`config.mk`:
```
export PLATFORM = sky130hd
export DESIGN_NAME = peg_l2_rs_xmii_tx
export DESIGN_NICKNAME = d
export VERILOG_FILES = /design/src/rtl/peg_l2_rs_pkg.sv /design/src/rtl/peg_l2_rs_ser.sv /design/src/rtl/peg_l2_rs_xmii_tx.sv
export SDC_FILE = /design/constraint.sdc
export NUM_CORES = 1
export LEC_CHECK = 0
export BUFFER_PORTS_ARGS = -buffer_cell sky130_fd_sc_hd__buf_4
export CELL_PAD_IN_SITES_DETAIL_PLACEMENT = 0
export CELL_PAD_IN_SITES_GLOBAL_PLACEMENT = 1
export CORE_MARGIN = 2
export CORE_UTILIZATION = 35
export DETAILED_ROUTE_END_ITERATION = 6
export GPL_TIMING_DRIVEN = 0
export PLACE_DENSITY_LB_ADDON = 0.12
export SYNTH_ARGS = -nofsm -noshare
export SYNTH_HDL_FRONTEND = slang
export SYNTH_HIERARCHICAL = 1
export SYNTH_SLANG_ARGS = --single-unit
```
`constraint.sdc`:
```
create_clock -name xmii_ref_clk -period 2.94 [get_ports xmii_ref_clk]
set_clock_uncertainty 0.1 [all_clocks]
set_input_delay 0.294 -clock xmii_ref_clk [delete_from_list [all_inputs] [get_ports xmii_ref_clk]]
set_output_delay 0.294 -clock xmii_ref_clk [all_outputs]
set_load 0.02 [all_outputs]
```
`src/rtl/peg_l2_rs_pkg.sv`:
```
// Shared types and constants for the RS xMII transmit path.
package peg_l2_rs_pkg;

  typedef enum logic [2:0] {
    S_IDLE,
    S_PREAMBLE,
    S_SFD,
    S_DATA,
    S_DROP,
    S_IPG
  } tx_state_t;

  localparam logic [7:0] PREAMBLE_BYTE = 8'h55;
  localparam logic [7:0] SFD_BYTE      = 8'hD5;
  localparam int         PREAMBLE_LEN  = 7;
  localparam int         SPEED10_REPL  = 10;

  // Gap length in clock cycles for a given lane width and speed.
  function automatic int ipg_cycles(input int ipg_bytes, input int phy_w, input logic slow);
    return ipg_bytes * (8 / phy_w) * (slow ? SPEED10_REPL : 1);
  endfunction

endpackage

```
`src/rtl/peg_l2_rs_ser.sv`:
```
// Byte-to-lane serialiser: LSB-first symbols, each held 1 or SPEED10_REPL cycles.
module peg_l2_rs_ser
  import peg_l2_rs_pkg::*;
#(
  parameter int PHY_DATA_W = 2
) (
  input  logic                  xmii_ref_clk,
  input  logic                  rst_n,
  input  logic                  load,
  input  logic [7:0]            load_data,
  input  logic                  slow,
  output logic [PHY_DATA_W-1:0] txd,
  output logic                  tx_en,
  output logic                  last
);

  localparam int         SYMS          = 8 / PHY_DATA_W;
  localparam logic [2:0] SYM_LAST      = 3'(SYMS - 1);
  localparam logic [3:0] REP_LAST_SLOW = 4'(SPEED10_REPL - 1);

  logic [7:0] shreg;
  logic [2:0] sym_cnt;
  logic [3:0] rep_cnt;
  logic [3:0] rep_reload;
  logic       active;

  assign rep_reload = slow ? REP_LAST_SLOW : 4'd0;
  // Final cycle of the final symbol: the only point where a new byte may be loaded.
  assign last  = active && (sym_cnt == 3'd0) && (rep_cnt == 4'd0);
  assign tx_en = active;

  always_ff @(posedge xmii_ref_clk or negedge rst_n) begin
    if (!rst_n) begin
      shreg   <= '0;
      sym_cnt <= '0;
      rep_cnt <= '0;
      active  <= 1'b0;
      txd     <= '0;
    end else if (load) begin
      active  <= 1'b1;
      txd     <= load_data[PHY_DATA_W-1:0];
      shreg   <= load_data >> PHY_DATA_W;
      sym_cnt <= SYM_LAST;
      rep_cnt <= rep_reload;
    end else if (active) begin
      if (rep_cnt != 4'd0) begin
        rep_cnt <= rep_cnt - 4'd1;
      end else if (sym_cnt != 3'd0) begin
        txd     <= shreg[PHY_DATA_W-1:0];
        shreg   <= shreg >> PHY_DATA_W;
        sym_cnt <= sym_cnt - 3'd1;
        rep_cnt <= rep_reload;
      end else begin
        active <= 1'b0;
        txd    <= '0;
      end
    end
  end

endmodule

```
`src/rtl/peg_l2_rs_xmii_tx.sv`:
```
// RS transmit side: packet stream to RMII/MII lanes with preamble, SFD, underrun abort and IPG.
//   state      | meaning
//   S_IDLE     | discard non-SOP beats, wait for SOP (held, not consumed)
//   S_PREAMBLE | sending PREAMBLE_LEN bytes of 0x55
//   S_SFD      | sending 0xD5, first data byte accepted on its last cycle
//   S_DATA     | sending packet bytes back-to-back
//   S_DROP     | after abort, discard beats up to eop
//   S_IPG      | line idle for the inter-packet gap
module peg_l2_rs_xmii_tx
  import peg_l2_rs_pkg::*;
#(
  parameter int PKT_DATA_W = 8,
  parameter int PHY_DATA_W = 2,
  parameter int IPG_BYTES  = 12
) (
  input  logic                  xmii_ref_clk,
  input  logic                  rst_n,
  input  logic                  config_rs_mii_speed_100_n_10,
  input  logic                  pkt_tx_valid,
  input  logic                  pkt_tx_sop,
  input  logic                  pkt_tx_eop,
  input  logic [PKT_DATA_W-1:0] pkt_tx_data,
  output logic                  pkt_tx_ready,
  output logic [PHY_DATA_W-1:0] xmii_txd,
  output logic                  xmii_tx_en,
  output logic                  tx_underrun,
  output logic [15:0]           tx_frame_cnt
);

  localparam logic [11:0] IPG_LAST_FAST = 12'(ipg_cycles(IPG_BYTES, PHY_DATA_W, 1'b0) - 1);
  localparam logic [11:0] IPG_LAST_SLOW = 12'(ipg_cycles(IPG_BYTES, PHY_DATA_W, 1'b1) - 1);
  localparam logic [11:0] PRE_LAST      = 12'(PREAMBLE_LEN - 1);

  tx_state_t   state, state_n;
  logic [11:0] cnt, cnt_n;
  logic        slow_q, slow_n;
  logic        eop_q, eop_n;
  logic [15:0] frame_cnt_q;
  logic        underrun_q;

  logic        ready_c;
  logic        ser_load;
  logic [7:0]  ser_byte;
  logic        ser_slow;
  logic        ser_last;
  logic        frame_inc;
  logic        underrun_c;
  logic        sop_beat;
  logic [11:0] ipg_last;

  assign sop_beat = pkt_tx_valid && pkt_tx_sop;
  assign ipg_last = slow_q ? IPG_LAST_SLOW : IPG_LAST_FAST;

  peg_l2_rs_ser #(.PHY_DATA_W(PHY_DATA_W)) u_ser (
    .xmii_ref_clk (xmii_ref_clk),
    .rst_n        (rst_n),
    .load         (ser_load),
    .load_data    (ser_byte),
    .slow         (ser_slow),
    .txd          (xmii_txd),
    .tx_en        (xmii_tx_en),
    .last         (ser_last)
  );

  always_comb begin
    state_n    = state;
    cnt_n      = cnt;
    slow_n     = slow_q;
    eop_n      = eop_q;
    ready_c    = 1'b0;
    ser_load   = 1'b0;
    ser_byte   = PREAMBLE_BYTE;
    ser_slow   = slow_q;
    frame_inc  = 1'b0;
    underrun_c = 1'b0;
    case (state)
      S_IDLE: begin
        // Speed is latched here and frozen for the rest of the frame.
        ser_slow = !config_rs_mii_speed_100_n_10;
        ready_c  = !sop_beat;
        if (sop_beat) begin
          state_n  = S_PREAMBLE;
          cnt_n    = PRE_LAST;
          slow_n   = ser_slow;
          eop_n    = 1'b0;
          ser_load = 1'b1;
        end
      end
      S_PREAMBLE: begin
        if (ser_last) begin
          ser_load = 1'b1;
          if (cnt == 12'd0) begin
            ser_byte = SFD_BYTE;
            state_n  = S_SFD;
          end else begin
            cnt_n = cnt - 12'd1;
          end
        end
      end
      S_SFD: begin
        // The SOP beat held since IDLE is the first data byte.
        if (ser_last) begin
          ready_c = 1'b1;
          if (pkt_tx_valid) begin
            ser_load = 1'b1;
            ser_byte = pkt_tx_data[7:0];
            eop_n    = pkt_tx_eop;
            state_n  = S_DATA;
          end else begin
            underrun_c = 1'b1;
            state_n    = S_DROP;
          end
        end
      end
      S_DATA: begin
        if (ser_last) begin
          if (eop_q) begin
            frame_inc = 1'b1;
            state_n   = S_IPG;
            cnt_n     = ipg_last;
          end else begin
            ready_c = !sop_beat;
            if (sop_beat) begin
              underrun_c = 1'b1;
              state_n    = S_IPG;
              cnt_n      = ipg_last;
            end else if (pkt_tx_valid) begin
              ser_load = 1'b1;
              ser_byte = pkt_tx_data[7:0];
              eop_n    = pkt_tx_eop;
            end else begin
              underrun_c = 1'b1;
              state_n    = S_DROP;
            end
          end
        end
      end
      S_DROP: begin
        ready_c = !sop_beat;
        if (sop_beat || (pkt_tx_valid && pkt_tx_eop)) begin
          state_n = S_IPG;
          cnt_n   = ipg_last;
        end
      end
      S_IPG: begin
        if (cnt == 12'd0) state_n = S_IDLE;
        else              cnt_n   = cnt - 12'd1;
      end
      default: state_n = S_IDLE;
    endcase
  end

  always_ff @(posedge xmii_ref_clk or negedge rst_n) begin
    if (!rst_n) begin
      state       <= S_IDLE;
      cnt         <= '0;
      slow_q      <= 1'b0;
      eop_q       <= 1'b0;
      frame_cnt_q <= '0;
      underrun_q  <= 1'b0;
    end else begin
      state      <= state_n;
      cnt        <= cnt_n;
      slow_q     <= slow_n;
      eop_q      <= eop_n;
      underrun_q <= underrun_c;
      if (frame_inc) frame_cnt_q <= frame_cnt_q + 16'd1;
    end
  end

  assign pkt_tx_ready = rst_n & ready_c;
  assign tx_underrun  = underrun_q;
  assign tx_frame_cnt = frame_cnt_q;

endmodule

```
; ---- Yosys cells after proc, flatten, opt, wreduce, memory -nomap -nowiden
; Index checks and enable logic that the tools add are counted.
[word_totals]
reg_bits = 52
input_bits = 14
output_inout_bits = 21
wordCells = 137
[classes]
add_sub_neg = 4
eq_ne = 16
n_mux = 79
bitwise = 1
n_reduce_logical = 26
[ops]
columns = cell, n
row1 = two-way mux 8 bit, 11
row2 = two-way mux 12 bit, 7
row3 = one-hot mux 12 bit (5 select lines), 1
row4 = two-way mux 3 bit, 15
row5 = two-way mux 1 bit, 29
row6 = one-hot mux 8 bit (3 select lines), 1
row7 = two-way mux 4 bit, 5
row8 = inequality test 2 bit (second input constant), 9
row9 = one-hot mux 3 bit (6 select lines), 1
row10 = adder 16 x 1 -> 16 bit (second input constant), 1
row11 = logical NOT 12 bit, 1
row12 = subtractor 12 x 1 -> 12 bit (second input constant), 1
row13 = two-way mux 9 bit, 1
row14 = nonzero test 3 bit, 3
row15 = two-way mux 2 bit, 4
row16 = AND reduction 8 bit, 1
row17 = equality test 3 x 2 -> 1 bit (second input constant), 2
row18 = equality test 3 bit (second input constant), 2
row19 = logical NOT 3 bit, 2
row20 = one-hot mux 1 bit (3 select lines), 2
row21 = AND reduction 2 bit, 3
row22 = AND reduction 6 bit, 1
row23 = AND reduction 5 bit, 1
row24 = nonzero test 5 bit, 1
row25 = 16 further kinds, 21

; ---- Longest topological paths before layout
; Gate-level depths: netlist of the first run.
[logic_depth]
depth_word = 7
mapped_depth = 14
ltp_nobuf = 12

; ---- Hierarchy
; Netlist of the first run, hierarchy kept.
[by_module_without_submodules]
columns = module, instances, cells_each, area_per_inst_um2, seq_area_each_um2
row1 = peg_l2_rs_xmii_tx, 1, 231, 1999.4, 850.8
row2 = peg_l2_rs_ser, 1, 98, 914.6, 400.4

; ---- Worst setup path after synthesis of the first run
; OpenSTA, ideal clock, no wires.
[synth_path]
kind = register -> register
startpoint = register u_ser.rep_cnt[0]
endpoint = register frame_cnt_q[13] (netlist: tx_frame_cnt[13])
setup_ps = 129
arrival_time_ps = 2371
t_required_ps = 2711
setup_slack_ps = 340
stages_incl_launch_ff = 11
n_path_buf = 1
period_less_slack_ps = 2600
path_cell_list = dfrtp_1 -> inv_1 -> ha_1 -> nand4bb_1 -> buf_2 -> nor2_1 -> nand3b_1 -> or3b_2 -> nor2_1 -> nand3_1 -> xnor2_1
[synth_via]
elab_chain_cells = 4
[synth_rtl]
columns = item, line_no
row1 = start: declaration, peg_l2_rs_ser.sv:23  ; logic [3:0] rep_cnt;
row2 = start signal: assignment, peg_l2_rs_ser.sv:44  ; rep_cnt <= rep_reload;
row3 = start signal: assignment, peg_l2_rs_ser.sv:47  ; rep_cnt <= rep_cnt - 4'd1;
row4 = start signal: assignment, peg_l2_rs_ser.sv:52  ; rep_cnt <= rep_reload;
row5 = logical NOT 4 bit, peg_l2_rs_ser.sv:29  ; assign last = active && (sym_cnt == 3'd0) && (rep_cnt == 4'd0);
row6 = logical AND 1 bit, peg_l2_rs_ser.sv:29
row7 = net ser_last, peg_l2_rs_xmii_tx.sv:45  ; logic ser_last;
row8 = two-way mux 1 bit, peg_l2_rs_xmii_tx.sv:116  ; if (ser_last) begin
row9 = two-way mux 1 bit, peg_l2_rs_xmii_tx.sv:76  ; case (state)
row10 = end signal: assignment, peg_l2_rs_xmii_tx.sv:167  ; if (frame_inc) frame_cnt_q <= frame_cnt_q + 16'd1;
row11 = end: declaration, peg_l2_rs_xmii_tx.sv:38  ; logic [15:0] frame_cnt_q;
; The timed path passes the listed nets, and every way through them passes these cells.
; A chain may end at the register's enable or synchronous reset.

; ---- Final worst setup path of the first run
[layout_path]
startpoint = register u_ser.rep_cnt[1]
endpoint = output port pkt_tx_ready
[layout_via]
elab_chain_cells = 5
word_cells_on_any_way = 6
classes_between = 3 x mux / 1 x bitwise / 2 x reduce/logical
[layout_rtl]
columns = item, line_no
row1 = logical NOT 4 bit (*), peg_l2_rs_ser.sv:29
row2 = logical AND 1 bit (*), peg_l2_rs_ser.sv:29
row3 = net ser_last, peg_l2_rs_xmii_tx.sv:45
row4 = two-way mux 1 bit (on tied branches), "peg_l2_rs_xmii_tx.sv:116, peg_l2_rs_xmii_tx.sv:102"
row5 = one-hot mux 1 bit (3 select lines) (*), peg_l2_rs_xmii_tx.sv:76
row6 = bitwise AND 1 bit (*), peg_l2_rs_xmii_tx.sv:171  ; assign pkt_tx_ready = rst_n & ready_c;
row7 = end: declaration, peg_l2_rs_xmii_tx.sv:23  ; output logic pkt_tx_ready,
; Mark *: on every way through the listed nets, which the timed path passes. The rest lies on a longest branch.

==> flow_summary_export.csv, run 1 <==
group,metric,value,unit
status,status,"finished clean",
global_routing,antenna_found_initial,0,
setup_path,critPathMaxFanout,10,
sta,setup_tns,0,ps
global_routing,grt_usage,16.8,%
clock_tree,numCtsBuffers,5,
logic_synthesis,yosys_warnings,6,
logic_synthesis,synthXorXnorAreaFrac,4.51,%
logic_synthesis,synthAdderAreaFrac,2.58,%
detailed_routing,viasPerCell,5.34,
sta,timing.hold.ws,112,ps
die,die_w,95.2,um
detailed_routing,vias,2575,
setup_path,crit_type,"reg2out",
placement,place_area,3290,um^2
die,dieArea,9070,um^2
setup_path,critPathArrivalTime,2390,ps
placement,dp_hpwl,4950,um
final_layout,final_cells,482,
logic_synthesis,syn_area_per_cell,8.86,um^2
logic_synthesis,synthTopCellsByArea,"dfrtp_1 (43%), o21ai_0 (4.6%), a21oi_1 (4.3%)",
logic_synthesis,ys.flop_type,"dfrtp_1",
logic_synthesis,yosysTopAreaCellShare,42.9,%
logic_synthesis,synthArstFlopShare,100,%
power_and_ir_drop,power_density,611,nW/um^2
logic_synthesis,synth_cell_types,61,
logic_synthesis,synth_top_area_cell,"dfrtp_1",
final_layout,diodes,0,
final_layout,final_util,42.8,%
power_and_ir_drop,peakVddDrop,0.000208,V
clock_tree,clk_path_buf_depth,2,
die,start_util,35.8,%
global_routing,grt_pass1_wl,12100,um
clock_tree,ctsHtreeMaxLevel,2,
detailed_routing,wirelength,7110,um
sta,hold_violations,0,
global_routing,grt_pass1_vias,2504,
final_layout,design_area,3480,um^2
logic_synthesis,syn_area,2910,um^2
sta,drv_slew,0,
sta,worstMarginPinSlew,1160,ps
clock_tree,cts_tree,"done",
clock_tree,clkLatencyLatePin,300,ps
sta,relSlewSlack,21.9,%
detailed_routing,drt_first_pass_iters,4,
job,maxCapViolCount,0,
logic_synthesis,muxShareOfSynthArea,0.386,%
logic_synthesis,synth_compound_area_share,20.2,%
sta,max_freq,0.359,GHz
logic_synthesis,postSynthCellCount,329,
logic_synthesis,syn_nets,349,
final_layout,drive_gt1_share,18.3,%
final_layout,syn_to_final_growth,19.4,%
clock_tree,numClockSinks,50,
detailed_routing,drt_iter0_drc,135,
die,row_count,33,
sta,post-route-period-util,94.8,%
die,die_y,95.2,um
clock_tree,clkSlewWorstSetupHoldPaths,100,ps
detailed_routing,routedWlPerCell,14.7,um
placement,port_buffers,33,
logic_synthesis,synth_top_family_by_area,"simple AND/OR/NAND/NOR gates",
sta,setup_viol,0,
final_layout,fin_nets,396,
power_and_ir_drop,p_leak,1.56,nW
setup_path,worst_setup_path_start_kind,"register",
setup_path,end_kind,"output pin",
logic_synthesis,ys_seq_elements,50,
die,core_area,8130,um^2
placement,gp_congestion,0.748,
logic_synthesis,synth_edf_count,0,
detailed_routing,antenna_left,0,
clock_tree,cts_root_buf,"clkbuf_8",
logic_synthesis,yosys.area_share.simple,24.0,%
die,io_pins,35,
logic_synthesis,yosysSeqAreaShare,42.9,%
placement,placed_cells,467,
global_routing,grt-ovfl-total,0,
global_routing,grt_max_degree,52,
sta,layout_min_cycle_time,2790,ps
setup_path,critical_path_required,2550,ps
hold_path,hp-class,"in2reg",
detailed_routing,drc,0,
## layout by cell type (no fill, tap or decap), types with 5 or more instances in the layout
master,count
o31ai_1,6
nor3_1,5
nand2_1,28
nand2b_1,7
a31oi_1,8
inv_1,17
buf_4,41
xnor2_1,9
and2_1,5
a21oi_1,25
ha_1,5
o21ai_0,27
nand3_1,12
o21ai_1,7
xor2_1,6
nor2_1,19
nand4_1,5
clkbuf_1,11
clkbuf_8,5
dfrtp_1,50
## metal layers
metal / global-route usage (%) / routed length, um / vias up
li1: - / - / 1279
met1: 22.6 / 3410 / 1243
met2: 27.9 / 3370 / 47
met3: 3.24 / 256 / 6
met4: 3.74 / 68 / 0
met5: 0 / 0 / -
## cell type report
type | count | area (um^2)
clock buffer | 5 | 68.8
inverter | 18 | 67.6
clock inverter | 3 | 43.8
sequential | 50 | 1250
fill | 835 | 4650
buffer | 18 | 93.8
timing repair buffer | 40 | 303
tap | 105 | 131
multi-input combinational | 243 | 1520
## what timing repair did
| item | in CTS | in global routing |
|---|---|---|
| buffers inserted | 3 | 3 |
| setup endpoints to repair | 17 | 16 |
| resized for setup | 3 | 6 |
| hold buffers | 1 | 0 |
| pin swaps | 1 | 1 |
| hold endpoints to repair | 50 | 0 |
## state kept, by name, summed over array words and instances (netlist names)
register	cells
tx_underrun	1
state	3
u_ser/sym_cnt	3
eop_q	1
cnt	12
u_ser/rep_cnt	4
u_ser/shreg	6
tx_frame_cnt	16
u_ser/tx_en	1
u_ser/txd	2
slow_q	1
## path summary, 6_finish.rpt
kind,start,endpoint,slack (ps),cells past startpoint
worst min register to register,tx_frame_cnt[15]$_DFFE_PN0P_,tx_frame_cnt[15]$_DFFE_PN0P_,390,1
min in group asynchronous,rst_n,u_ser/rep_cnt[2]$_DFFE_PN0P_,470,2
worst min-delay path,config_rs_mii_speed_100_n_10,slow_q$_DFFE_PN0P_,110,2
worst max-delay path,u_ser/rep_cnt[1]$_DFFE_PN0P_,pkt_tx_ready,150,10
worst max register to register,u_ser/rep_cnt[1]$_DFFE_PN0P_,u_ser/txd[0]$_DFFE_PN0P_,210,14
max in group asynchronous,rst_n,state[0]$_DFFE_PN0P_,1820,2
## critical path: stages, from the launching register on
cell and delay [ps]:
dfrtp_1 410, inv_1 110, ha_2 240, nand4bb_1 130, buf_4 200, nor2_4 180
nand3b_1 210, buf_4 210, a21oi_1 120, o21a_1 140, buf_4 130
## Yosys cell counts (2+ instances only)
cell / count
dfrtp_1: 50
nand2_1: 28
o21ai_0: 27
a21oi_1: 25
nor2_1: 22
inv_1: 17
clkbuf_1: 12
nand3_1: 12
xnor2_1: 9
a31oi_1: 8
nand2b_1: 7
o21ai_1: 7
ha_1: 6
o31ai_1: 6
xor2_1: 6
and2_1: 5
nand4_1: 5
nor3_1: 5
a2bb2oi_1: 4
and3_1: 4
nand3b_1: 4
nor4_1: 4
or2_2: 4
a211oi_1: 3
buf_2: 3
nor2b_1: 3
nor3b_1: 3
or3_1: 3
and4_1: 2
buf_6: 2
o211ai_1: 2
o22ai_1: 2
## cells by family after synthesis
group / Yosys count
AOI/OAI and AO/OA: 97
xor gates and xnor gates: 15
adders and majority gates: 6
buffers and inverters: 36
DFF: 50
muxes: 1
and+or+nand+nor: 124
## metrics by stage
step	power [W]	setup WS (ps)
floorplan	0.00143	340
global placement	0.00161	-316
detailed placement	0.00162	-264
finish	0.00212	152
global route	0.00231	-24.0
CTS	0.00213	71.3
## where the power goes
part / internal [W] / total [W] / switching (W)
Sequential: 0.000820 / 0.000928 / 0.000108
Clock: 0.000255 / 0.000496 / 0.000241
Combinational: 0.000313 / 0.000700 / 0.000388
Total: 0.00139 / 0.00212 / 0.000737
(Power assumes the default switching activity.)
==> inputs of run 2 (changes only) <==
--- a/config.mk
+++ b/config.mk
@@ -8,7 +8,7 @@
 export BUFFER_PORTS_ARGS = -buffer_cell sky130_fd_sc_hd__buf_4
 export CELL_PAD_IN_SITES_DETAIL_PLACEMENT = 0
 export CELL_PAD_IN_SITES_GLOBAL_PLACEMENT = 1
-export CORE_MARGIN = 2
+export CORE_MARGIN = 3
 export CORE_UTILIZATION = 35
 export DETAILED_ROUTE_END_ITERATION = 6
 export GPL_TIMING_DRIVEN = 0
==> run 2 against run 1 <==
Net effect:
- register-to-register slack improved by 30 ps
- die area is 4.2% higher
- worst hold slack worse by 6.9 ps
- first-iteration DRC count shrank 11%
- global-route usage down 0.92 points
- design area shrank 1.4%
- critical endpoint unchanged
- largest cell class unchanged
==> flow_summary_export.csv, run 2 (same netlist as run 1, synthesis figures left out) <==
group,metric,value,unit
clock_tree,numClockSinks,50,
placement,port_buffers,33,
power_and_ir_drop,peakVddDrop,0.000230,V
final_layout,final_cells,475,
die,io_pins,35,
die,die_y,97.2,um
placement,gp_congestion,0.819,
clock_tree,clkSlewWorstSetupHoldPaths,100,ps
final_layout,fillers,786,
sta,drv_slew,0,
global_routing,grt-ovfl-total,0,
sta,relSlewSlack,16.8,%
clock_tree,numCtsBuffers,5,
detailed_routing,drc,0,
die,row_count,32,
setup_path,critPathArrivalTime,2360,ps
final_layout,largest_reg_flops,16,
global_routing,antenna_found_initial,0,
clock_tree,cts_tree,"done",
detailed_routing,antenna_left,0,
detailed_routing,drt_first_pass_iters,4,
detailed_routing,vias,2566,
detailed_routing,wirelength,7240,um
placement,dp_slack,-220,ps
sta,layout_min_cycle_time,2750,ps
detailed_routing,viasPerCell,5.40,
final_layout,drive_gt1_share,17.7,%
sta,finalWorstSetupSlack,186,ps
die,dieArea,9460,um^2
hold_path,hp-class,"in2reg",
power_and_ir_drop,p_leak,1.53,nW
sta,max_freq,0.363,GHz
global_routing,grt_max_degree,52,
final_layout,diodes,0,
global_routing,grt_pass1_vias,2538,
die,die_w,97.2,um
setup_path,end_kind,"output pin",
placement,placed_cells,464,
global_routing,grt_pass1_wl,12600,um
die,core_area,7890,um^2
clock_tree,clk_path_buf_depth,2,
sta,hold_violations,0,
setup_path,critical_path_required,2550,ps
global_routing,grt_usage,15.9,%
final_layout,mostFrequentLayoutCell,"dfrtp_1",
detailed_routing,drt_iter0_drc,120,
placement,dp_hpwl,5070,um
final_layout,fin_nets,392,
detailed_routing,routedWlPerCell,15.2,um
setup_path,critPathMaxFanout,10,
sta,worstMarginPinSlew,1240,ps
power_and_ir_drop,power_density,600,nW/um^2
sta,rsz0062_at_grt,"no",
clock_tree,cts_root_buf,"clkbuf_8",
clock_tree,ctsHtreeMaxLevel,2,
final_layout,final_cell_mix,"dfrtp_1 (50), buf_4 (36), nand2_1 (28)",
status,status,"finished clean",
sta,post-route-period-util,93.7,%
setup_path,worst_setup_path_start_kind,"register",
setup_path,crit_type,"reg2out",
final_layout,syn_to_final_growth,17.7,%
die,start_util,36.9,%
final_layout,final_util,43.5,%
sta,setup_viol,0,
clock_tree,clkLatencyLatePin,310,ps
job,maxCapViolCount,0,
==> run 2: changes by cell type in the layout (fill, tap and decap cells not counted), sizes merged <==
cell	before	now
clkinvlp	0	1
buf	45	41
clkinv	1	0
bufinv	1	0
clkbuf	17	18
==> run 2: final cells by class <==
cell class | instances | area [um^2] | area share (%)
clock inverters | 2 | 16.3 | 0.474
multi-input cells | 243 | 1520 | 44.3
inverters | 18 | 67.6 | 1.97
clock buffers | 6 | 82.6 | 2.41
repair buffers | 36 | 273 | 7.95
well taps | 102 | 128 | 3.72
plain buffers | 18 | 92.6 | 2.70
flip-flops and latches | 50 | 1250 | 36.5
==> run 2: per-stage QoR <==
| stage | TNS [ps] | hold slack (ps) | total power [W] | area (um^2) |
|---|---|---|---|---|
| final | 0 | 105 | 0.00206 | 3430 |
| after global routing | 0 | 96.1 | 0.00223 | 3430 |
| after CTS | 0 | 106 | 0.00208 | 3420 |
| after detailed placement | -1270 | 282 | 0.00162 | 3290 |
| after global placement | -1280 | 287 | 0.00161 | 3290 |
| after floorplan | 0 | -102 | 0.00143 | 2910 |
==> run 2: final timing paths <==
path                                         startpoint                      endpoint  slack (ps)  depth (start not counted)
max                        u_ser/rep_cnt[0]$_DFFE_PN0P_                  pkt_tx_ready         190                         10
min                        config_rs_mii_speed_100_n_10            slow_q$_DFFE_PN0P_         110                          2
max reg2reg                u_ser/rep_cnt[0]$_DFFE_PN0P_  tx_frame_cnt[13]$_DFFE_PN0P_         240                         10
min reg2reg                tx_frame_cnt[15]$_DFFE_PN0P_  tx_frame_cnt[15]$_DFFE_PN0P_         380                          1
max in group asynchronous                         rst_n          state[0]$_DFFE_PN0P_        1830                          2
min in group asynchronous                         rst_n            cnt[9]$_DFFE_PN0P_         430                          2
==> run 2: metal layers <==
| layer | vias up | wire (um) | track usage [%] |
|---|---|---|---|
| met3 | 6 | 352 | 3.73 |
| li1 | 1271 | - | - |
| met1 | 1239 | 3630 | 23.2 |
| met5 | - | 0 | 0 |
| met2 | 50 | 3200 | 23.5 |
| met4 | 0 | 65 | 4.37 |
==> run 2: timing repair <==
item | in CTS | in global routing
gates cloned | 0 | 0
endpoints found under the hold margin | 50 | 0
resized for setup | 2 | 7
hold buffers | 1 | 0
setup endpoints to repair | 16 | 26
pin swaps | 0 | 0
setup buffers | 2 | 0
==> run 2: report_power, final <==
| group | internal [W] | total (W) | switching, W |
|---|---|---|---|
| Sequential | 0.000820 | 0.000940 | 0.000120 |
| Clock | 0.000194 | 0.000440 | 0.000246 |
| Combinational | 0.000301 | 0.000678 | 0.000376 |
| Total | 0.00132 | 0.00206 | 0.000742 |
==> run 2: worst max-delay path, cell delays in order, from the launching register on <==
cell and delay [ps]:
dfrtp_1 440, inv_1 100, ha_2 230, nand4bb_1 140, buf_2 230, nor2_4 180
nand3b_1 160, buf_4 180, a21oi_1 110, o21a_1 140, buf_4 140
==> inputs of run 3 (changes only) <==
--- a/config.mk
+++ b/config.mk
@@ -6,12 +6,15 @@
 export NUM_CORES = 1
 export LEC_CHECK = 0
 export BUFFER_PORTS_ARGS = -buffer_cell sky130_fd_sc_hd__buf_4
+export CAP_MARGIN = 20
 export CELL_PAD_IN_SITES_DETAIL_PLACEMENT = 0
 export CELL_PAD_IN_SITES_GLOBAL_PLACEMENT = 1
 export CORE_MARGIN = 3
 export CORE_UTILIZATION = 35
 export DETAILED_ROUTE_END_ITERATION = 6
 export GPL_TIMING_DRIVEN = 0
+export HOLD_SLACK_MARGIN = 0.05
+export MAX_ROUTING_LAYER = met4
 export PLACE_DENSITY_LB_ADDON = 0.12
 export SYNTH_ARGS = -nofsm -noshare
 export SYNTH_HDL_FRONTEND = slang
==> run 3 against run 2 <==
Net effect:
- utilization grew 0.32 points
- worst hold slack lost 1.3 ps
- sequential power is essentially flat
- via count grew 0.94%
- combinational power is essentially flat
- clock-buffer cell count is the same
- maximum frequency shrank 1.1%
- clock power is essentially flat
- design area grew 0.73%
- register-to-register slack is essentially flat
- highest routed layer unchanged
==> flow_summary_export.csv, run 3 (same netlist as run 1, synthesis figures left out) <==
group,metric,value,unit
status,status,"finished clean",
detailed_routing,drc,0,
power_and_ir_drop,p_leak,1.54,nW
setup_path,critPathMaxFanout,10,
global_routing,grt_pass1_vias,2590,
sta,rsz0062_at_grt,"no",
global_routing,grt-ovfl-total,0,
power_and_ir_drop,comb_power_share,32.9,%
global_routing,grt_max_degree,52,
final_layout,diodes,0,
placement,placed_cells,465,
detailed_routing,wirelength,7200,um
die,core_area,7890,um^2
final_layout,largest_reg_flops,16,
clock_tree,ctsHtreeMaxLevel,2,
detailed_routing,viasPerCell,5.42,
die,row_count,32,
final_layout,final_cells,478,
clock_tree,numCtsBuffers,5,
power_and_ir_drop,p_switching,0.000742,W
setup_path,critPathArrivalTime,2390,ps
power_and_ir_drop,power,0.00206,W
power_and_ir_drop,sequentialPowerShare,45.6,%
detailed_routing,met1_length,3630,um
clock_tree,cts_root_buf,"clkbuf_8",
die,start_util,36.9,%
detailed_routing,antenna_left,0,
placement,place_area,3290,um^2
sta,setup_viol,0,
sta,post-route-period-util,94.7,%
final_layout,fin_nets,395,
clock_tree,clkSlewWorstSetupHoldPaths,90,ps
final_layout,syn_to_final_growth,18.6,%
detailed_routing,vias,2590,
power_and_ir_drop,power_density,596,nW/um^2
final_layout,drive_gt1_share,18.4,%
hold_path,hp-class,"in2reg",
setup_path,worst_setup_path_start_kind,"register",
sta,layout_min_cycle_time,2780,ps
sta,worstMarginPinSlew,681,ps
final_layout,multiInputGateArea,1530,um^2
clock_tree,cts_tree,"done",
power_and_ir_drop,p_clk_share,21.5,%
clock_tree,clkLatencyLatePin,310,ps
sta,hold_violations,0,
sta,max_freq,0.359,GHz
detailed_routing,routedWlPerCell,15.1,um
die,dieArea,9460,um^2
sta,relSlewSlack,54.5,%
power_and_ir_drop,swShare,36.1,%
die,die_y,97.2,um
final_layout,fillers,798,
setup_path,crit_type,"reg2out",
placement,dp_hpwl,5040,um
global_routing,antenna_found_initial,0,
detailed_routing,drt_iter0_drc,181,
clock_tree,numClockSinks,50,
detailed_routing,met2_length,3220,um
final_layout,design_area,3460,um^2
sta,setup_tns,0,ps
power_and_ir_drop,p_int,0.00132,W
setup_path,critical_path_required,2550,ps
die,io_pins,35,
global_routing,grt_pass1_wl,12600,um
placement,port_buffers,33,
detailed_routing,highest_layer,"met4",
job,maxCapViolCount,0,
final_layout,regArea,1250,um^2
final_layout,mostFrequentLayoutCell,"dfrtp_1",
die,die_w,97.2,um
placement,gp_congestion,0.831,
detailed_routing,drt_first_pass_iters,4,
sta,drv_slew,0,
clock_tree,clk_path_buf_depth,2,
final_layout,final_cell_mix,"dfrtp_1 (50), buf_4 (38), nand2_1 (28)",
detailed_routing,wl_met3,297,um
final_layout,final_util,43.8,%
setup_path,end_kind,"output pin",
power_and_ir_drop,peakVddDrop,0.000218,V
global_routing,grt_usage,16.1,%
[run 3: cell types whose count changed in the layout (fill, tap and decap cells not counted)]
cell / delta
nor2_4: +1
buf_4: +2
nor2_2: -1
buf_2: +1
[run 3: what timing repair did]
action,in CTS,in global routing
buffers inserted,3,1
resized for setup,2,8
gates cloned,0,0
hold buffers,1,0
setup endpoints to repair,19,27
pin swaps,0,1
endpoints found under the hold margin,50,0
[run 3: power by group through the flow]
stage | sequential (W) | clock [W] | combinational (W)
floorplan | 0.000941 | 0 | 0.000486
global placement | 0.000943 | 0 | 0.000663
detailed placement | 0.000953 | 0 | 0.000673
CTS | 0.000939 | 0.000463 | 0.000679
global route | 0.000958 | 0.000482 | 0.000779
finish | 0.000938 | 0.000442 | 0.000678
[run 3: critical path, stage by stage (launching register included)]
cell and delay (ps):
dfrtp_1 440, inv_1 100, ha_2 230, nand4bb_1 140, buf_2 230, nor2_4 180
nand3b_1 180, buf_4 190, a21oi_1 110, o21a_1 140, buf_4 140
[run 3: final cells by class]
type                            instances  share of cell area (%)
Buffer                                 18                    2.68
Clock buffer                            6                    2.39
Clock inverter                          2                   0.471
Inverter                               18                    1.96
Multi-Input combinational cell        243                    44.1
Sequential cell                        50                    36.2
Tap cell                              102                    3.69
Timing Repair Buffer                   39                    8.47
[run 3: worst paths after layout]
check	from	end	slack, ps	cells past startpoint
setup / recovery	u_ser/rep_cnt[0]$_DFFE_PN0P_	pkt_tx_ready	160	10
min in group asynchronous	rst_n	cnt[9]$_DFFE_PN0P_	450	2
hold reg to reg	tx_frame_cnt[15]$_DFFE_PN0P_	tx_frame_cnt[15]$_DFFE_PN0P_	380	1
setup reg to reg	u_ser/rep_cnt[0]$_DFFE_PN0P_	tx_frame_cnt[13]$_DFFE_PN0P_	230	10
hold / removal	config_rs_mii_speed_100_n_10	slow_q$_DFFE_PN0P_	100	2
max in group asynchronous	rst_n	eop_q$_DFFE_PN0P_	1840	2
[run 3: per-stage QoR]
stage | worst slack, ps | hold WS [ps]
floorplan | 340 | -102
global placement | -249 | 287
detailed placement | -232 | 283
CTS | 2.64 | 102
global route | 6.35 | 102
finish | 157 | 104
[run 3: layer usage]
layer / vias to the layer above / GRT usage [%]
met4: 0 / 3.41
met5: - / -
li1: 1280 / -
met1: 1254 / 23.8
met2: 49 / 23.5
met3: 7 / 2.58
